File: src/rtl/addsub_input_ctrl.sv
// addsub_input_ctrl
//   Operand-entry and result stage for the add/subtract lab design. It feeds the
//   16-bit hex word shown by the 4-digit seven-segment display driver. The block
//   debounces one ENTER button, steps through four phases (enter A, enter B,
//   compute, show) and computes an 8-bit add or subtract with flags.
//
// Ports
//   clk    system clock
//   rst    asynchronous, active-high reset
//   sw     operand switches (asynchronous to clk)
//   sub    0 = A+B, 1 = A-B; sampled only in the compute cycle
//   btn    raw ENTER button, active-high and bouncy (asynchronous)
//   data   display word: digit3=[15:12] ... digit0=[3:0]
//   cout   add: carry out; sub: borrow (A<B unsigned); valid in SHOW
//   ovf    two's-complement overflow of the 8-bit result; valid in SHOW
//   phase  current state code, drives the LEDs
module addsub_input_ctrl #(
   parameter int DEB_CYCLES = 1_000_000
) (
   input  logic        clk,
   input  logic        rst,
   input  logic [7:0]  sw,
   input  logic        sub,
   input  logic        btn,
   output logic [15:0] data,
   output logic        cout,
   output logic        ovf,
   output logic [1:0]  phase
);

   localparam int CW = (DEB_CYCLES > 2) ? $clog2(DEB_CYCLES) : 1;

   typedef enum logic [1:0] {
      ENTER_A = 2'd0,
      ENTER_B = 2'd1,
      CALC    = 2'd2,
      SHOW    = 2'd3
   } state_t;

   typedef struct packed {
      logic       sub;
      logic       cout;
      logic       ovf;
      logic [7:0] res;
   } calc_t;

   // ---------------- input synchronisers ----------------
   logic [7:0] sw_m, sw_s;
   logic       btn_m, btn_s;

   always_ff @(posedge clk or posedge rst) begin
      if (rst) begin
         sw_m  <= '0;
         sw_s  <= '0;
         btn_m <= 1'b0;
         btn_s <= 1'b0;
      end else begin
         sw_m  <= sw;
         sw_s  <= sw_m;
         btn_m <= btn;
         btn_s <= btn_m;
      end
   end

   // ---------------- debounce ----------------
   // The counter only runs while the synchronised button disagrees with the
   // accepted level. Any return to agreement restarts it, so short glitches
   // never reach the accepted level.
   logic [CW-1:0] deb_cnt;
   logic          deb, deb_q;
   logic          press;

   always_ff @(posedge clk or posedge rst) begin
      if (rst) begin
         deb_cnt <= '0;
         deb     <= 1'b0;
         deb_q   <= 1'b0;
      end else begin
         deb_q <= deb;
         if (btn_s == deb) begin
            deb_cnt <= '0;
         end else if (deb_cnt == CW'(DEB_CYCLES - 1)) begin
            deb     <= ~deb;
            deb_cnt <= '0;
         end else begin
            deb_cnt <= deb_cnt + CW'(1);
         end
      end
   end

   // A rising edge of the accepted level is an event. A release is not.
   assign press = deb & ~deb_q;

   // ---------------- arithmetic ----------------
   logic [7:0] op_a, op_b;
   logic [8:0] sum9;
   calc_t      calc_nxt, r;

   always_comb begin
      sum9          = {1'b0, op_a} + (sub ? ({1'b0, ~op_b} + 9'd1) : {1'b0, op_b});
      calc_nxt.sub  = sub;
      calc_nxt.res  = sum9[7:0];
      // For subtraction the 9-bit carry is inverted relative to the borrow,
      // so the borrow is taken straight from the unsigned compare.
      calc_nxt.cout = sub ? (op_a < op_b) : sum9[8];
      calc_nxt.ovf  = sub ? ((op_a[7] != op_b[7]) && (sum9[7] != op_a[7]))
                          : ((op_a[7] == op_b[7]) && (sum9[7] != op_a[7]));
   end

   // ---------------- phase control, operands, display ----------------
   state_t state;

   always_ff @(posedge clk or posedge rst) begin
      if (rst) begin
         state <= ENTER_A;
         op_a  <= '0;
         op_b  <= '0;
         r     <= '0;
         data  <= '0;
      end else begin
         case (state)
            ENTER_A: if (press) begin
               op_a  <= sw_s;
               state <= ENTER_B;
            end
            ENTER_B: if (press) begin
               op_b  <= sw_s;
               state <= CALC;
            end
            CALC: begin
               r     <= calc_nxt;
               state <= SHOW;
            end
            SHOW: if (press) begin
               // The result byte stays; only the flags are cleared.
               r.sub  <= 1'b0;
               r.cout <= 1'b0;
               r.ovf  <= 1'b0;
               state  <= ENTER_A;
            end
            default: state <= ENTER_A;
         endcase

         // The display word follows the current state with one cycle of latency.
         case (state)
            ENTER_A: data <= {4'hA, 4'h0, sw_s};
            ENTER_B: data <= {4'hB, 4'h0, sw_s};
            CALC:    data <= data;
            SHOW:    data <= {3'b000, r.sub, 3'b000, r.cout, r.res};
            default: data <= data;
         endcase
      end
   end

   assign cout  = r.cout;
   assign ovf   = r.ovf;
   assign phase = state;

endmodule

File: config.mk
export PLATFORM = sky130hd
export DESIGN_NAME = addsub_input_ctrl
export DESIGN_NICKNAME = d
export VERILOG_FILES = /design/src/rtl/addsub_input_ctrl.sv
export SDC_FILE = /design/constraint.sdc
export NUM_CORES = 1
export LEC_CHECK = 0
export ABC_AREA = 1
export CAP_MARGIN = 15
export CORE_MARGIN = 2
export CORE_UTILIZATION = 26
export CTS_CLUSTER_SIZE = 12
export DETAILED_ROUTE_END_ITERATION = 16
export PLACE_DENSITY = 0.4
export SYNTH_ARGS = -nofsm -noshare
export SYNTH_HDL_FRONTEND = slang
export SYNTH_SLANG_ARGS = --single-unit
File: constraint.sdc
create_clock -name clk -period 3.7 [get_ports clk]
set_input_delay 0.37 -clock clk [delete_from_list [all_inputs] [get_ports clk]]
set_output_delay 0.37 -clock clk [all_outputs]
set_load 0.05 [all_outputs]
==> flow_metrics.py, run 1 <==
metrics = {
    "outcome": {
        "outcome": "complete, no violations",
    },
    "worst_hold_path": {
        "whs_path_depth": 0,
        "hold_class": "reg2reg",
        "min_from": "sw_m[1]",
        "min_to": "sw_s[1]",
    },
    "power_and_ir_drop": {
        "p_per_area_mw_per_mm2": 401,
        "leakage_uw": 0.00227,
        "peakVddDrop_mv": 0.161,
    },
    "sta": {
        "fin_worst_skew_ps": 6.74,
        "setup_tns_ps": 0,
        "relSlewSlack_pct": 51.0,
        "post-route-min-period_ps": 2480,
        "period_share_pct": 67.1,
        "hold_violations": 0,
        "drv_slew": 0,
        "fmax_mhz": 403,
        "setup_viol": 0,
        "max_slew.worst_pin.slew_ps": 734,
        "rsz0062_at_grt": "false",
    },
    "worst_setup_path": {
        "rrSetupSlack_ps": 1220,
        "reg2reg_from": "op_b[1]",
        "cp_data_arrival_time_ps": 2720,
        "rr_worst_depth": 16,
        "cp.required_ps": 3940,
        "r2r_end": "ovf",
        "startpoint_type": "flip-flop",
        "crit_fanout": 5,
        "crit_path_end_kind": "flip-flop",
        "critPathKind": "reg2reg",
    },
    "cts": {
        "cts_tree": "yes",
        "path_clk_slew_ps": 60,
        "cts_made_buffers": 9,
        "cts-htree-levels": 3,
        "postCtsHoldBufs": 0,
        "clock_path_buffers": 2,
        "clk_latency_ps": 340,
        "cts-root-buf": "clkbuf_16",
        "cts.repair.resized": 0,
        "cts_sinks": 80,
        "cts_setup_buffers": 0,
    },
    "logic_synthesis": {
        "async_flop_share_pct": 100,
        "yosys.area_share.xor_xnor_pct": 3.89,
        "ys_ff_latch": 80,
        "synthSimpleGateAreaFrac_pct": 22.4,
        "synth_cells": 463,
        "synth-main-ff-cell": "dfrtp_1",
        "yosys.area.top_type": "dfrtp_1",
        "synthAdderAreaFrac_pct": 8.22,
        "ys.warnings.count": 0,
        "synth_compound_area_share_pct": 8.50,
        "avgSynthCellArea_um2": 8.75,
        "synth_cell_types": 35,
        "syn_area_mm2": 0.00405,
        "synth_mux_area_share_pct": 0,
        "synth_area_leaders": "dfrtp_1, nand2_1, ha_1",
        "synth-edff-count": 0,
        "synth_top_family_by_area": "simple AND/OR/NAND/NOR gates",
        "yosysTopAreaCellShare_pct": 49.4,
        "synth_seq_area_share_pct": 49.4,
    },
    "layout": {
        "mostFrequentLayoutCells": "nand2_1, dfrtp_1, inv_1",
        "mostFrequentLayoutCell": "nand2_1",
        "fin_cells": 688,
        "area_delta_synth_final_pct": 19.5,
        "layout-drive-gt1-share_pct": 7.80,
        "antenna_cells": 0,
        "fin_nets": 533,
    },
    "die": {
        "die_y_um": 129,
        "die_area_mm2": 0.0166,
        "initial_core_util_pct": 26.6,
        "die_x_um": 129,
        "io_pins": 32,
        "placementRows": 45,
        "coreArea_mm2": 0.0152,
    },
    "run": {
        "cap_violations": 0,
    },
    "placement": {
        "gp_congestion": 0.892,
        "dp_hpwl_um": 6880,
        "io_buffers": 27,
        "dpl.cell_count": 672,
    },
    "global_routing": {
        "grt_max_degree": 44,
        "grt.total_usage_pct": 12.5,
        "grt_pass1_vias": 3004,
        "overflow": 0,
        "grt_pass1_wl_um": 15900,
        "antenna_found_initial": 0,
    },
    "drt": {
        "drtAntennaViolNets": 0,
        "route.detailed.drc": 0,
        "vias": 3032,
        "totalWireLength_um": 9380,
        "viasPerCell": 4.41,
        "wire_per_inst_um": 13.6,
        "drtPass1Iterations": 5,
        "drtIter0Drc": 149,
    },
}
Yosys cell counts (2+ instances only):
cell       n
nand2_1   94
dfrtp_1   80
inv_1     56
nor2_1    41
o21ai_0   37
nand3_1   35
ha_1      25
a21oi_1   14
xor2_1    11
inv_2      7
nor3_1     7
xnor2_1    7
clkbuf_1   6
buf_4      5
a31oi_1    4
nand4_1    4
nor2_4     4
o211ai_1   4
nand3b_1   2
nor2_2     2
nor3b_1    2
o21ai_1    2
or2_2      2
routing by layer:
metal | track usage (%) | share of wire [%] | vias up
li1 | - | - | 1548
met1 | 17.8 | 52 | 1432
met2 | 18.6 | 44 | 41
met3 | 1.95 | 2.9 | 11
met4 | 5.75 | 1.5 | 0
met5 | 0 | 0 | -
cell type report:
| class | instances | area, um2 |
|---|---|---|
| Timing Repair Buffer | 30 | 293 |
| Clock buffer | 10 | 229 |
| Inverter | 63 | 238 |
| Sequential cell | 80 | 2000 |
| Fill cell | 1587 | 10400 |
| Clock inverter | 6 | 83.8 |
| Multi-Input combinational cell | 311 | 1760 |
| Tap cell | 188 | 235 |
cell families (layout without fill, tap and decap cells):
family / Yosys count / count (layout)
compound gates: 64 / 64
xor+xnor: 18 / 18
fa+ha+maj: 26 / 26
buf+inv: 75 / 109
flops: 80 / 80
other cells: 1 / 4
simple gates: 199 / 199
power by group:
| group | internal [uW] | switching, uW | total, uW | leakage (uW) |
|---|---|---|---|---|
| clock | 589 | 362 | 951 | 0.000156 |
| sequential | 892 | 10.1 | 902 | 0.000998 |
| combinational | 26.9 | 60.7 | 87.6 | 0.00111 |
| total | 1510 | 433 | 1940 | 0.00227 |
through the flow:
step	util [%]	cell area [um2]	worst slack [ps]	hold slack [ps]	total power (uW)
2_1_floorplan	-	4060	1280	331	973
3_3_place_gp	29.8	4530	1080	335	1010
3_5_place_dp	29.8	4530	1070	336	1010
4_1_cts	31.8	4840	1190	346	1970
5_1_grt	31.8	4840	827	349	2010
6_report	31.8	4840	1220	340	1940
registers in the layout, summed over array words and instances (netlist names):
register,flops
r,9
sw_s,8
cout,1
phase,2
btn_s,1
deb_cnt,20
deb_q,1
btn_m,1
ovf,1
op_a,8
deb,1
op_b,8
sw_m,8
data,11
critical path: stages, from the launching register on:
cell,delay (ps)
dfrtp_1,380
inv_1,130
ha_1,160
inv_1,40
nor3_1,190
inv_1,60
o21ai_0,190
xor2_1,230
ha_1,280
nand2_1,80
inv_1,40
a21oi_1,210
nand2_1,100
nand2_1,90
nand3b_1,70
nand3_1,60
nand2_1,40
worst max-delay path by stage:
stage	depth (start not counted)	endpoint	slack (ps)	start
2_1_floorplan	1	btn_m	1280	rst
3_3_place_gp	13	ovf	1080	sub
3_5_place_dp	13	ovf	1070	sub
4_1_cts	16	ovf	1190	op_b[1]
5_1_grt	16	ovf	830	op_b[0]
6_report	16	ovf	1220	op_b[1]
Power figures use the tool's default switching activity.
==> run 2: changes to the inputs <==
- PLACE_DENSITY: 0.4 -> 0.41
- clock period: 3.7 -> 2.1 ns (I/O delays scaled with it)
==> run 2 against run 1 <==
  * The run now ends with negative setup slack left
  * Register-to-register slack got worse by 1300 ps
  * Largest cell class unchanged
  * Utilization grew 2.4 points
  * Worst hold slack worse by 29 ps
  * Highest routed layer unchanged
  * Combinational power rose by 82%
  * Via count grew 3.0%
==> flow_metrics.py, run 2 (synthesized netlist as in run 1, its figures left out) <==
metrics = {
    "worst_hold_path": {
        "hold_class": "in2reg",
    },
    "sta": {
        "drv_slew": 0,
        "relSlewSlack_pct": 63.4,
        "fin_ws_ps": -85.4,
        "rsz0062_at_grt": "true",
        "hold_violations": 0,
        "fmax_mhz": 458,
        "max_slew.worst_pin.slew_ps": 548,
        "setup_viol": 4,
        "fin_worst_skew_ps": 8.37,
        "post-route-min-period_ps": 2190,
        "period_share_pct": 104,
    },
    "worst_setup_path": {
        "cp_data_arrival_time_ps": 2410,
        "startpoint_type": "flip-flop",
        "crit_path_end_kind": "flip-flop",
        "crit_fanout": 3,
        "cpMostUsedCell": "nand2_2",
        "slowest_delay_ps": 380,
        "worst_path_max_delay_cell": "dfrtp_1",
        "cp.required_ps": 2330,
        "crit_path_cell_trace": "inv_2 -> ha_4 -> inv_2 -> nor3_4 -> buf_4 -> nor2_2 -> xor2_1 -> ha_1 -> nand2_1 -> nand2_2 -> a21oi_4 -> nand2_2 -> nand2_2 -> nand3b_1 -> nand3_1 -> nand2_1",
        "critPathKind": "reg2reg",
    },
    "power_and_ir_drop": {
        "pwr-share-comb_pct": 4.6,
        "p_per_area_mw_per_mm2": 670,
        "switching_share_pct": 20.5,
        "p_switching_uw": 716,
        "p_int_uw": 2770,
        "peakVddDrop_mv": 0.432,
        "leakage_uw": 0.00244,
        "p_seq_share_pct": 45.6,
        "clkPwrFrac_pct": 49.8,
    },
    "layout": {
        "design_area_mm2": 0.00520,
        "reg.largest.list": "deb_cnt (20), data (11), r (9)",
        "layout-drive-gt1-share_pct": 17.0,
        "largest-register": "deb_cnt",
        "area_delta_synth_final_pct": 28.4,
        "fillers": 1551,
        "mostFrequentLayoutCell": "nand2_1",
        "antenna_cells": 0,
        "fin_cells": 713,
        "largest_reg_flops": 20,
        "fin_nets": 560,
        "mostFrequentLayoutCells": "nand2_1, dfrtp_1, inv_1",
    },
    "die": {
        "die_area_mm2": 0.0166,
        "die_y_um": 129,
        "coreArea_mm2": 0.0152,
        "initial_core_util_pct": 26.6,
        "placementRows": 45,
        "io_pins": 32,
        "die_x_um": 129,
    },
    "cts": {
        "clock_path_buffers": 2,
        "clk_latency_ps": 330,
        "cts-root-buf": "clkbuf_16",
        "cts-htree-levels": 3,
        "postCtsHoldBufs": 0,
        "cts_made_buffers": 9,
        "cts_tree": "yes",
        "path_clk_slew_ps": 60,
        "cts_sinks": 80,
    },
    "drt": {
        "drtAntennaViolNets": 0,
        "vias": 3124,
        "totalWireLength_um": 9550,
        "drtPass1Iterations": 4,
        "viasPerCell": 4.38,
        "route.detailed.drc": 0,
        "drtIter0Drc": 154,
        "wire_per_inst_um": 13.4,
    },
    "placement": {
        "dp_slack_ps": -339,
        "io_buffers": 27,
        "placed_cell_area_mm2": 0.00471,
        "dpl.cell_count": 694,
        "dp_hpwl_um": 6930,
        "gp_congestion": 0.816,
    },
    "global_routing": {
        "grt_max_degree": 81,
        "overflow": 0,
        "antenna_found_initial": 0,
        "grt.total_usage_pct": 12.6,
        "grt_pass1_vias": 3184,
        "grt_pass1_wl_um": 16300,
    },
    "outcome": {
        "violations": "negative setup slack",
        "outcome": "complete, but fails checks",
    },
    "run": {
        "cap_violations": 0,
    },
}
## run 2: cell count changes in the layout (fill, tap and decap cells not counted), sizes merged
| cell | previous run | this run |
|---|---|---|
| buf | 3 | 30 |
| bufinv | 2 | 3 |
| clkdlybuf4s50 | 27 | 26 |
| clkinv | 5 | 1 |
| clkinvlp | 0 | 1 |
| dlymetal6s2s | 0 | 1 |
## run 2: path summary, 6_finish.rpt
path                          from           to  slack, ps  cells past startpoint
setup / recovery           op_b[0]          ovf        -90                     16
hold / removal               sw[0]      sw_m[0]        310                      1
setup reg to reg           op_b[0]          ovf        -90                     16
hold reg to reg              btn_m        btn_s        340                      0
max in group asynchronous      rst  deb_cnt[16]       1420                      3
min in group asynchronous      rst      sw_m[5]        350                      3
## run 2: what timing repair did
item | CTS | global route
hold endpoints to repair | 0 | 0
pin swaps | 7 | 13
gates resized for setup | 19 | 17
buffers inserted | 3 | 2
gates cloned | 0 | 0
endpoints found under the setup margin | 6 | 7
## run 2: stage by stage
stage          TNS [ps]  util, %  power [uW]  hold slack [ps]
3_3_place_gp      -1120     31.0        1780              337
5_1_grt           -1090     34.2        3620              317
2_1_floorplan         0        -        1720              241
3_5_place_dp      -1320     31.0        1780              335
4_1_cts            -232     33.7        3550              302
6_report           -124     34.2        3490              311
## run 2: worst max-delay path: cells and delay by family, from the launching register on
family	cells	cell delay [ps]
simple gates	9	660
compound gates	1	170
fa+ha+maj	2	460
flops	1	380
xor+xnor	1	140
buf+inv	3	250
## run 2: per-layer routing
layer  up-vias  share of wire, %  GRT usage, %  wire, um
met5         -                 0             0         0
met1      1484                50          17.9      4800
met4         0               2.0          5.75       188
met3        11               2.2          1.46       206
li1       1593                 -             -         -
met2        36                46          19.3      4350
## run 2: cell type report
type	count	area, um2	area share (%)
clock buffer	10	229	4.40
clock inverter	4	95.1	1.83
inverter	63	240	4.62
multi-input combinational	311	1880	36.2
sequential	80	2000	38.5
tap	188	235	4.52
timing repair buffer	57	518	9.96
## run 2: power by group through the flow
| stage | combinational [uW] | sequential [uW] | clock, uW |
|---|---|---|---|
| CTS | 165 | 1590 | 1790 |
| global route | 177 | 1590 | 1850 |
| finish | 159 | 1590 | 1740 |
| global placement | 164 | 1620 | 0 |
| floorplan | 76.1 | 1640 | 0 |
| detailed placement | 164 | 1620 | 0 |
==> run 3: changes to the inputs <==
- GPL_TIMING_DRIVEN: not set -> 0
- HOLD_SLACK_MARGIN: not set -> 0.02
==> run 3 against run 2 <==
  * The flow still finishes with violations (negative setup slack)
  * Register-to-register slack worse by 80 ps
  * Clock-buffer cell count stayed put
  * Critical path depth stayed put
  * Setup slack worse by 82 ps
  * Sequential share of layout area is 0.18 points higher
  * First-iteration DRC count is 14% lower
  * Die area stayed put
  * Worst hold slack worse by 75 ps
  * Total power is 1.1% lower
  * Highest routed layer unchanged
  * Sequential cell count stayed put
==> flow_metrics.py, run 3 (synthesized netlist as in run 1, its figures left out) <==
metrics = {
    "worst_setup_path": {
        "cp_data_arrival_time_ps": 2490,
        "critPathLaunch": "op_b[1]",
        "startpoint_type": "flip-flop",
        "path_buf_inv": 4,
        "slowest_delay_ps": 390,
        "crit_fanout": 3,
        "r2r_end": "ovf",
        "crit_path_cell_trace": "inv_2 -> ha_4 -> inv_2 -> nor3_4 -> inv_1 -> o21ai_2 -> xor2_2 -> ha_1 -> nand2_2 -> inv_2 -> a21oi_4 -> nand2_1 -> nand2_1 -> nand3b_1 -> nand3_1 -> nand2_1",
        "critPathKind": "reg2reg",
        "rr_worst_depth": 16,
        "cp_top_family": "simple AND/OR/NAND/NOR gates",
        "worst_path_max_delay_cell": "dfrtp_1",
        "rrSetupSlack_ps": -170,
        "crit_path_end_kind": "flip-flop",
        "reg2reg_from": "op_b[1]",
        "cp.required_ps": 2320,
    },
    "worst_hold_path": {
        "hold_class": "in2async",
    },
    "power_and_ir_drop": {
        "clkPwrFrac_pct": 49.1,
        "p_int_uw": 2680,
        "p_seq_share_pct": 46.1,
        "switching_share_pct": 22.4,
        "leakage_uw": 0.00236,
        "pwr-share-comb_pct": 4.9,
        "p_per_area_mw_per_mm2": 666,
        "p_switching_uw": 771,
        "peakVddDrop_mv": 0.429,
    },
    "cts": {
        "postCtsHoldBufs": 0,
        "cts-htree-levels": 3,
        "cts_sinks": 80,
        "clock_path_buffers": 2,
        "clk_latency_ps": 340,
        "cts_tree": "yes",
        "path_clk_slew_ps": 60,
        "cts-root-buf": "clkbuf_16",
        "cts_made_buffers": 9,
    },
    "sta": {
        "rsz0062_at_grt": "true",
        "setup_viol": 5,
        "period_share_pct": 108,
        "hold_violations": 0,
        "max_slew.worst_pin.slew_ps": 589,
        "fin_ws_ps": -168,
        "relSlewSlack_pct": 60.6,
        "fmax_mhz": 441,
        "post-route-min-period_ps": 2270,
        "drv_slew": 0,
        "fin_worst_skew_ps": 10.6,
    },
    "global_routing": {
        "overflow": 0,
        "grt.total_usage_pct": 12.7,
        "grt_pass1_wl_um": 16200,
        "antenna_found_initial": 0,
        "grt_max_degree": 33,
        "grt_pass1_vias": 3128,
    },
    "drt": {
        "totalWireLength_um": 9630,
        "wire_per_inst_um": 13.5,
        "drtAntennaViolNets": 0,
        "viasPerCell": 4.35,
        "route.detailed.drc": 0,
        "drtPass1Iterations": 6,
        "drtIter0Drc": 132,
        "vias": 3091,
    },
    "placement": {
        "dp_slack_ps": -307,
        "dpl.cell_count": 682,
        "io_buffers": 26,
        "gp_congestion": 0.810,
        "dp_hpwl_um": 7040,
    },
    "layout": {
        "reg.largest.list": "deb_cnt (20), data (11), r (9)",
        "mostFrequentLayoutCell": "nand2_1",
        "layout-drive-gt1-share_pct": 17.2,
        "largest-register": "deb_cnt",
        "fin_cells": 711,
        "largest_reg_flops": 20,
        "fin_nets": 556,
        "antenna_cells": 0,
        "mostFrequentLayoutCells": "nand2_1, dfrtp_1, inv_1",
        "area_delta_synth_final_pct": 27.8,
    },
    "die": {
        "coreArea_mm2": 0.0152,
        "io_pins": 32,
        "placementRows": 45,
        "die_x_um": 129,
        "die_y_um": 129,
        "initial_core_util_pct": 26.6,
        "die_area_mm2": 0.0166,
    },
    "outcome": {
        "violations": "negative setup slack",
        "outcome": "complete, but fails checks",
    },
    "run": {
        "cap_violations": 0,
    },
}
## run 3: power by group through the flow
stage,Clock (uW),Sequential (uW),Combinational (uW)
3_3_place_gp,0,1620,162
5_1_grt,1820,1590,185
3_5_place_dp,0,1620,171
2_1_floorplan,0,1640,76.1
4_1_cts,1750,1590,173
6_report,1690,1590,167
## run 3: timing repair
action | CTS | global route
pin swaps | 21 | 17
buffers inserted | 11 | 6
setup endpoints to repair | 7 | 7
gates resized for setup | 24 | 14
## run 3: final cells by class
class,instances,area [um2]
fillers,1589,10000
flip-flops and latches,80,2000
multi-input cells,311,1920
repair buffers,41,398
inverters,63,240
well taps,188,235
clock buffers,10,229
clock inverters,6,92.6
plain buffers,12,65.1
## run 3: routing by layer
layer | global-route usage, % | part of all wire (%)
met2 | 19.9 | 47
met4 | 4.16 | 0.97
met1 | 17.4 | 49
met3 | 2.91 | 2.4
met5 | 0 | 0
## run 3: worst max-delay path by stage
stage / cells after the start / endpoint / slack [ps]
2_1_floorplan: 16 / ovf / 2
3_3_place_gp: 16 / ovf / -310
3_5_place_dp: 16 / ovf / -310
4_1_cts: 16 / ovf / -250
5_1_grt: 16 / ovf / -300
6_report: 16 / ovf / -170
## run 3: metrics by stage
stage                     power (uW)  TNS, ps  utilization, %  hold slack, ps  instance area [um2]
final                           3450     -481            34.1             236                 5180
after global routing            3600    -1170            34.1             285                 5180
after CTS                       3510     -536            33.5             241                 5090
after detailed placement        1790     -873            30.3             336                 4610
after global placement          1780    -4690            30.1             334                 4570
after floorplan                 1720        0               -             241                 4070
